### src/rtl/ether_pkg.sv
// Shared constants and types for the receive-side Ethernet payload unpacker.
package ether_pkg;

    localparam logic [15:0] ETHERTYPE_DEFAULT = 16'h88B5;
    localparam int          FCS_BYTES_DEFAULT = 4;
    localparam int          LEN_W             = 16;

    typedef enum logic [2:0] {
        SYNC,
        IDLE,
        TYPE,
        PAYLOAD,
        DROP
    } state_t;

endpackage

### src/rtl/dibit_packer.sv
// Packs MSB-first dibits into bytes; the count restarts whenever the valid strobe drops.
module dibit_packer (
    input  logic       clk,
    input  logic       rst,
    input  logic       din_valid,
    input  logic [1:0] din,
    output logic       byte_valid,
    output logic [7:0] byte_out,
    output logic       partial
);

    logic [5:0] shift_q, shift_d;
    logic [1:0] cnt_q, cnt_d;

    always_comb begin
        shift_d = shift_q;
        cnt_d   = cnt_q;
        if (!din_valid) begin
            shift_d = '0;
            cnt_d   = '0;
        end else begin
            shift_d = {shift_q[3:0], din};
            cnt_d   = cnt_q + 2'd1;
        end
    end

    always_ff @(posedge clk or posedge rst) begin
        if (rst) begin
            shift_q <= '0;
            cnt_q   <= '0;
        end else begin
            shift_q <= shift_d;
            cnt_q   <= cnt_d;
        end
    end

    // The fourth dibit completes the byte combinationally so the top sees it in the same cycle.
    assign byte_valid = din_valid && (cnt_q == 2'd3);
    assign byte_out   = {shift_q, din};
    assign partial    = (cnt_q != 2'd0);

endmodule

### src/rtl/ether_payload_unpack.sv
// Filters frames by EtherType, strips EtherType and trailing FCS, and reports per-frame length/status.
module ether_payload_unpack
    import ether_pkg::*;
#(
    parameter logic [15:0] ETHERTYPE = ETHERTYPE_DEFAULT,
    parameter int          FCS_BYTES = FCS_BYTES_DEFAULT
) (
    input  logic             clk,
    input  logic             rst,
    input  logic             axiiv,
    input  logic [1:0]       axiid,
    output logic             axiov,
    output logic [7:0]       axiod,
    output logic             done,
    output logic [LEN_W-1:0] len,
    output logic             err
);

    localparam int FILL_W = $clog2(FCS_BYTES + 1);
    localparam logic [FILL_W-1:0] FILL_FULL = FILL_W'(FCS_BYTES);

    logic       pk_valid;
    logic [7:0] pk_byte;
    logic       pk_partial;

    dibit_packer u_packer (
        .clk        (clk),
        .rst        (rst),
        .din_valid  (axiiv),
        .din        (axiid),
        .byte_valid (pk_valid),
        .byte_out   (pk_byte),
        .partial    (pk_partial)
    );

    state_t            state_q, state_d;
    logic [7:0]        type_hi_q, type_hi_d;
    logic              got_hi_q, got_hi_d;
    logic [FILL_W-1:0] fill_q, fill_d;
    logic [LEN_W-1:0]  byte_cnt_q, byte_cnt_d;
    logic [7:0]        dline_q [FCS_BYTES];
    logic [7:0]        dline_d [FCS_BYTES];

    logic              axiov_q, axiov_d;
    logic [7:0]        axiod_q, axiod_d;
    logic              done_q, done_d;
    logic [LEN_W-1:0]  len_q, len_d;
    logic              err_q, err_d;

    always_comb begin
        state_d    = state_q;
        type_hi_d  = type_hi_q;
        got_hi_d   = got_hi_q;
        fill_d     = fill_q;
        byte_cnt_d = byte_cnt_q;
        dline_d    = dline_q;
        axiov_d    = 1'b0;
        axiod_d    = axiod_q;
        done_d     = 1'b0;
        len_d      = len_q;
        err_d      = err_q;

        unique case (state_q)
            SYNC: begin
                if (!axiiv) state_d = IDLE;
            end
            IDLE: begin
                if (axiiv) begin
                    state_d    = TYPE;
                    got_hi_d   = 1'b0;
                    fill_d     = '0;
                    byte_cnt_d = '0;
                end
            end
            TYPE: begin
                if (!axiiv) begin
                    done_d  = 1'b1;
                    err_d   = 1'b1;
                    len_d   = '0;
                    state_d = IDLE;
                end else if (pk_valid) begin
                    if (!got_hi_q) begin
                        type_hi_d = pk_byte;
                        got_hi_d  = 1'b1;
                    end else if ({type_hi_q, pk_byte} == ETHERTYPE) begin
                        state_d = PAYLOAD;
                    end else begin
                        state_d = DROP;
                    end
                end
            end
            PAYLOAD: begin
                if (!axiiv) begin
                    // Whatever is still in the delay line is the FCS and is dropped here.
                    done_d  = 1'b1;
                    len_d   = byte_cnt_q;
                    err_d   = pk_partial || (fill_q != FILL_FULL);
                    state_d = IDLE;
                end else if (pk_valid) begin
                    if (fill_q == FILL_FULL) begin
                        axiov_d = 1'b1;
                        axiod_d = dline_q[FCS_BYTES-1];
                        if (byte_cnt_q != '1) byte_cnt_d = byte_cnt_q + 1'b1;
                    end else begin
                        fill_d = fill_q + 1'b1;
                    end
                    for (int i = FCS_BYTES - 1; i > 0; i--) dline_d[i] = dline_q[i-1];
                    dline_d[0] = pk_byte;
                end
            end
            DROP: begin
                if (!axiiv) state_d = IDLE;
            end
            default: state_d = SYNC;
        endcase
    end

    always_ff @(posedge clk or posedge rst) begin
        if (rst) begin
            state_q    <= SYNC;
            type_hi_q  <= '0;
            got_hi_q   <= 1'b0;
            fill_q     <= '0;
            byte_cnt_q <= '0;
            for (int i = 0; i < FCS_BYTES; i++) dline_q[i] <= '0;
            axiov_q    <= 1'b0;
            axiod_q    <= '0;
            done_q     <= 1'b0;
            len_q      <= '0;
            err_q      <= 1'b0;
        end else begin
            state_q    <= state_d;
            type_hi_q  <= type_hi_d;
            got_hi_q   <= got_hi_d;
            fill_q     <= fill_d;
            byte_cnt_q <= byte_cnt_d;
            dline_q    <= dline_d;
            axiov_q    <= axiov_d;
            axiod_q    <= axiod_d;
            done_q     <= done_d;
            len_q      <= len_d;
            err_q      <= err_d;
        end
    end

    assign axiov = axiov_q;
    assign axiod = axiod_q;
    assign done  = done_q;
    assign len   = len_q;
    assign err   = err_q;

endmodule

### config.mk
export PLATFORM = sky130hd
export DESIGN_NAME = ether_payload_unpack
export DESIGN_NICKNAME = d
export VERILOG_FILES = /design/src/rtl/ether_pkg.sv /design/src/rtl/dibit_packer.sv /design/src/rtl/ether_payload_unpack.sv
export SDC_FILE = /design/constraint.sdc
export NUM_CORES = 1
export LEC_CHECK = 0
export BUFFER_PORTS_ARGS = -buffer_cell sky130_fd_sc_hd__buf_2
export CAP_MARGIN = 20
export CELL_PAD_IN_SITES_DETAIL_PLACEMENT = 1
export CELL_PAD_IN_SITES_GLOBAL_PLACEMENT = 2
export CORE_MARGIN = 5
export CORE_UTILIZATION = 45
export CTS_BUF_LIST = sky130_fd_sc_hd__clkbuf_8
export DETAILED_ROUTE_END_ITERATION = 8
export GPL_ROUTABILITY_DRIVEN = 0
export GPL_TIMING_DRIVEN = 0
export PLACE_DENSITY = 0.82
export SETUP_SLACK_MARGIN = 0.2
export SYNTH_ARGS = -nofsm -noshare
export SYNTH_HDL_FRONTEND = slang
export SYNTH_HIERARCHICAL = 1
export SYNTH_SLANG_ARGS = --single-unit
### constraint.sdc
create_clock -name clk -period 5.4 [get_ports clk]
set_clock_uncertainty 0.15 [all_clocks]
set_input_delay 0.54 -clock clk [delete_from_list [all_inputs] [get_ports clk]]
set_output_delay 0.54 -clock clk [all_outputs]
set_load 0.1 [all_outputs]
==> impl_metrics.tcl <==
set metrics [dict create \
    outcome "finished, final reports clean" \
    synth_top_area_share_pct 58.9 \
    drv_slew 0 \
    cts_buffer_depth 2 \
    portBuffers 31 \
    max_freq_mhz 427 \
    antenna_found_initial 0 \
    htree_levels 3 \
    synth.area.top_cells "dfrtp_1, mux2_2, nand2_1, a22o_1, o21ai_0" \
    synthCells 352 \
    core.rowCount 35 \
    drive_above_1_share_pct 28.4 \
    ir_worst_vdd_v 0.000166 \
    synth_xor_area_share_pct 0 \
    ys_top_cells_by_count "dfrtp_1, nand2_1, mux2_2, o21ai_0, a22o_1" \
    diodes 0 \
    rsz0062_at_grt "no" \
    wl_met1_um 3930 \
    finalNetCount 406 \
    syn_area_mm2 0.00416 \
    arrival_ns 2.43 \
    cts_resized 0 \
    cts_tree "yes" \
    dr.pass1.iters 4 \
    end_kind "flip-flop" \
    grt_max_degree 57 \
    wl_um 8680 \
    area_growth_pct 13.9 \
    wl_met2_um 4470 \
    wl_per_cell_um 17.0 \
    vias 2822 \
    max_slew.worst_pin.slew_ns 0.686 \
    fin_area_mm2 0.00474 \
    clk_latency_ns 0.36 \
    critPathMaxFanout 9 \
    syn_avg_cell_area_um2 11.8 \
    drc 0 \
    clkTransAtPathRegs_ns 0.11 \
    worstSetupPathType "flip-flop to flip-flop" \
    track_usage_pct 16.5 \
    drtAntennaViolNets 0 \
    dp_hpwl_um 6060 \
    synth-main-ff-cell "dfrtp_1" \
    hold_viol_final 0 \
    pin_count 32 \
    post-route-worst-setup-slack_ns 3.06 \
    synth_compound_gate_area_share_pct 10.5 \
    grt_pass1_vias 3055 \
    ys_ff_latch 98 \
    period_needed_ns 2.34 \
    grt_remaining_overflow 0 \
    highest_layer "met4" \
    synth_cell_type_count 45 \
    syn-num-nets 362 \
    postPlaceCellArea_mm2 0.00448 \
    ys_warn_count 6 \
    root_buffer "clkbuf_8" \
    dp_slack_ns 2.82 \
    via_per_inst 5.51 \
    die_area_mm2 0.0113 \
    dr_wl_met3_um 188 \
    yosysTopAreaCell "dfrtp_1" \
    yosysMostFrequentCell "dfrtp_1" \
    worstSetupStartpointType "flip-flop" \
    synth_top_family_by_area "simple AND/OR/NAND/NOR gates" \
    p_per_area_mw_per_mm2 303 \
    core_mm2 0.00911 \
    min_period_over_period_pct 43.4 \
    finalSetupViolCount 0 \
    grt_pass1_wl_um 15100 \
    cap_violations 0 \
    drtIter0Drc 103 \
    synth-simple-area-share_pct 15.1 \
    setup_tns_ns 0 \
    cts_buffers 9 \
    synthAdderAreaFrac_pct 1.50 \
    seq_area_frac_synth_pct 58.9 \
    synthMuxAreaShare_pct 10.8 \
    cp.required_ns 5.49 \
    cts.sinks 98 \
    start_util_pct 45.7 \
    slew_headroom_pct 53.9 \
    die_w_um 106 \
    hold_class "primary input to flip-flop" \
    async_flop_share_pct 100 \
    die_y_um 106 \
    synth_edf_count 0 \
    power.leakage_nw 2.40 \
]
[cell families (layout without fill, tap and decap cells)]
| family | Yosys count | after routing |
|---|---|---|
| compound gates | 61 | 61 |
| fa+ha+maj | 5 | 5 |
| buf+inv | 28 | 77 |
| flops | 98 | 98 |
| mux | 40 | 40 |
| simple gates | 120 | 120 |
[flip-flops by register name (all words and copies together) (netlist names)]
register / count
axiov: 1
axiod: 8
type_hi_q: 8
u_packer/shift_q: 6
state_q: 3
done: 1
got_hi_q: 1
fill_q: 3
u_packer/cnt_q: 2
err: 1
dline_q: 32
byte_cnt_q: 16
len: 16
[report_power, final]
| part | switching, mW | internal (mW) |
|---|---|---|
| Clock | 0.277 | 0.284 |
| Combinational | 0.0685 | 0.0346 |
| Sequential | 0.0171 | 0.753 |
| Total | 0.363 | 1.07 |
[critical path, stage by stage, from the launching register on]
cell and delay, ns:
dfrtp_1 0.47, ha_1 0.25, and4_1 0.34, nand3_4 0.17, or2_2 0.32, buf_2 0.19
a41oi_1 0.26, a31oi_1 0.07
[stage by stage]
stage / hold WS, ns / power [mW] / util [%] / std cells
global placement: 0.302 / 0.883 / 48.9 / 494
detailed placement: 0.307 / 0.889 / 49.2 / 495
CTS: 0.252 / 1.45 / 52.0 / 512
finish: 0.267 / 1.43 / 52.0 / 512
global route: 0.248 / 1.50 / 52.0 / 512
floorplan: 0.206 / 0.854 / - / 352
[final cells by class]
class / instances / area (um2)
plain buffers: 16 / 85.1
multi-input cells: 226 / 1580
inverters: 12 / 47.5
fillers: 961 / 4370
flip-flops and latches: 98 / 2450
clock inverters: 6 / 105
well taps: 111 / 139
repair buffers: 33 / 193
clock buffers: 10 / 138
[final timing paths]
| path | from | endpoint | slack [ns] | depth (start not counted) |
|---|---|---|---|---|
| min reg2reg | dline_q[4]$_DFFE_PP0P_ | axiod[4]$_DFFE_PP0P_ | 0.33 | 2 |
| max in group asynchronous | rst | dline_q[24]$_DFFE_PP0P_ | 3.87 | 4 |
| min in group asynchronous | rst | u_packer/shift_q[3]$_DFF_PP0_ | 0.54 | 3 |
| max reg2reg | byte_cnt_q[0]$_DFFE_PP0P_ | byte_cnt_q[7]$_DFFE_PP0P_ | 3.06 | 7 |
| min | axiid[0] | u_packer/shift_q[0]$_DFF_PP0_ | 0.27 | 2 |
| max | byte_cnt_q[0]$_DFFE_PP0P_ | byte_cnt_q[7]$_DFFE_PP0P_ | 3.06 | 7 |
[layer usage]
metal | up-vias | GRT usage (%)
met3 | 10 | 2.61
li1 | 1331 | -
met1 | 1450 | 21.2
met5 | - | 0
met4 | 0 | 4.72
met2 | 31 | 28.9
[what timing repair did]
action / in CTS / in global routing
endpoints found under the hold margin: 8 / 0
hold buffers: 1 / 0
buffers inserted: 0 / 0
[cell usage in the layout, fill, tap and decap left out, types with 3 or more instances in the layout]
cell and instances:
a21oi_1 7, a22o_1 18, a31oi_1 3, and2_2 8, and4_1 3, buf_2 39, clkbuf_1 5, clkbuf_8 10
dfrtp_1 98, ha_1 5, inv_1 11, mux2_2 40, nand2_1 51, nand2b_1 3, nand3_1 8, nand4_1 8
nor2_1 15, nor2b_1 3, nor3_1 4, nor4bb_1 3, o21ai_0 19
Power figures use the tool's default switching activity.
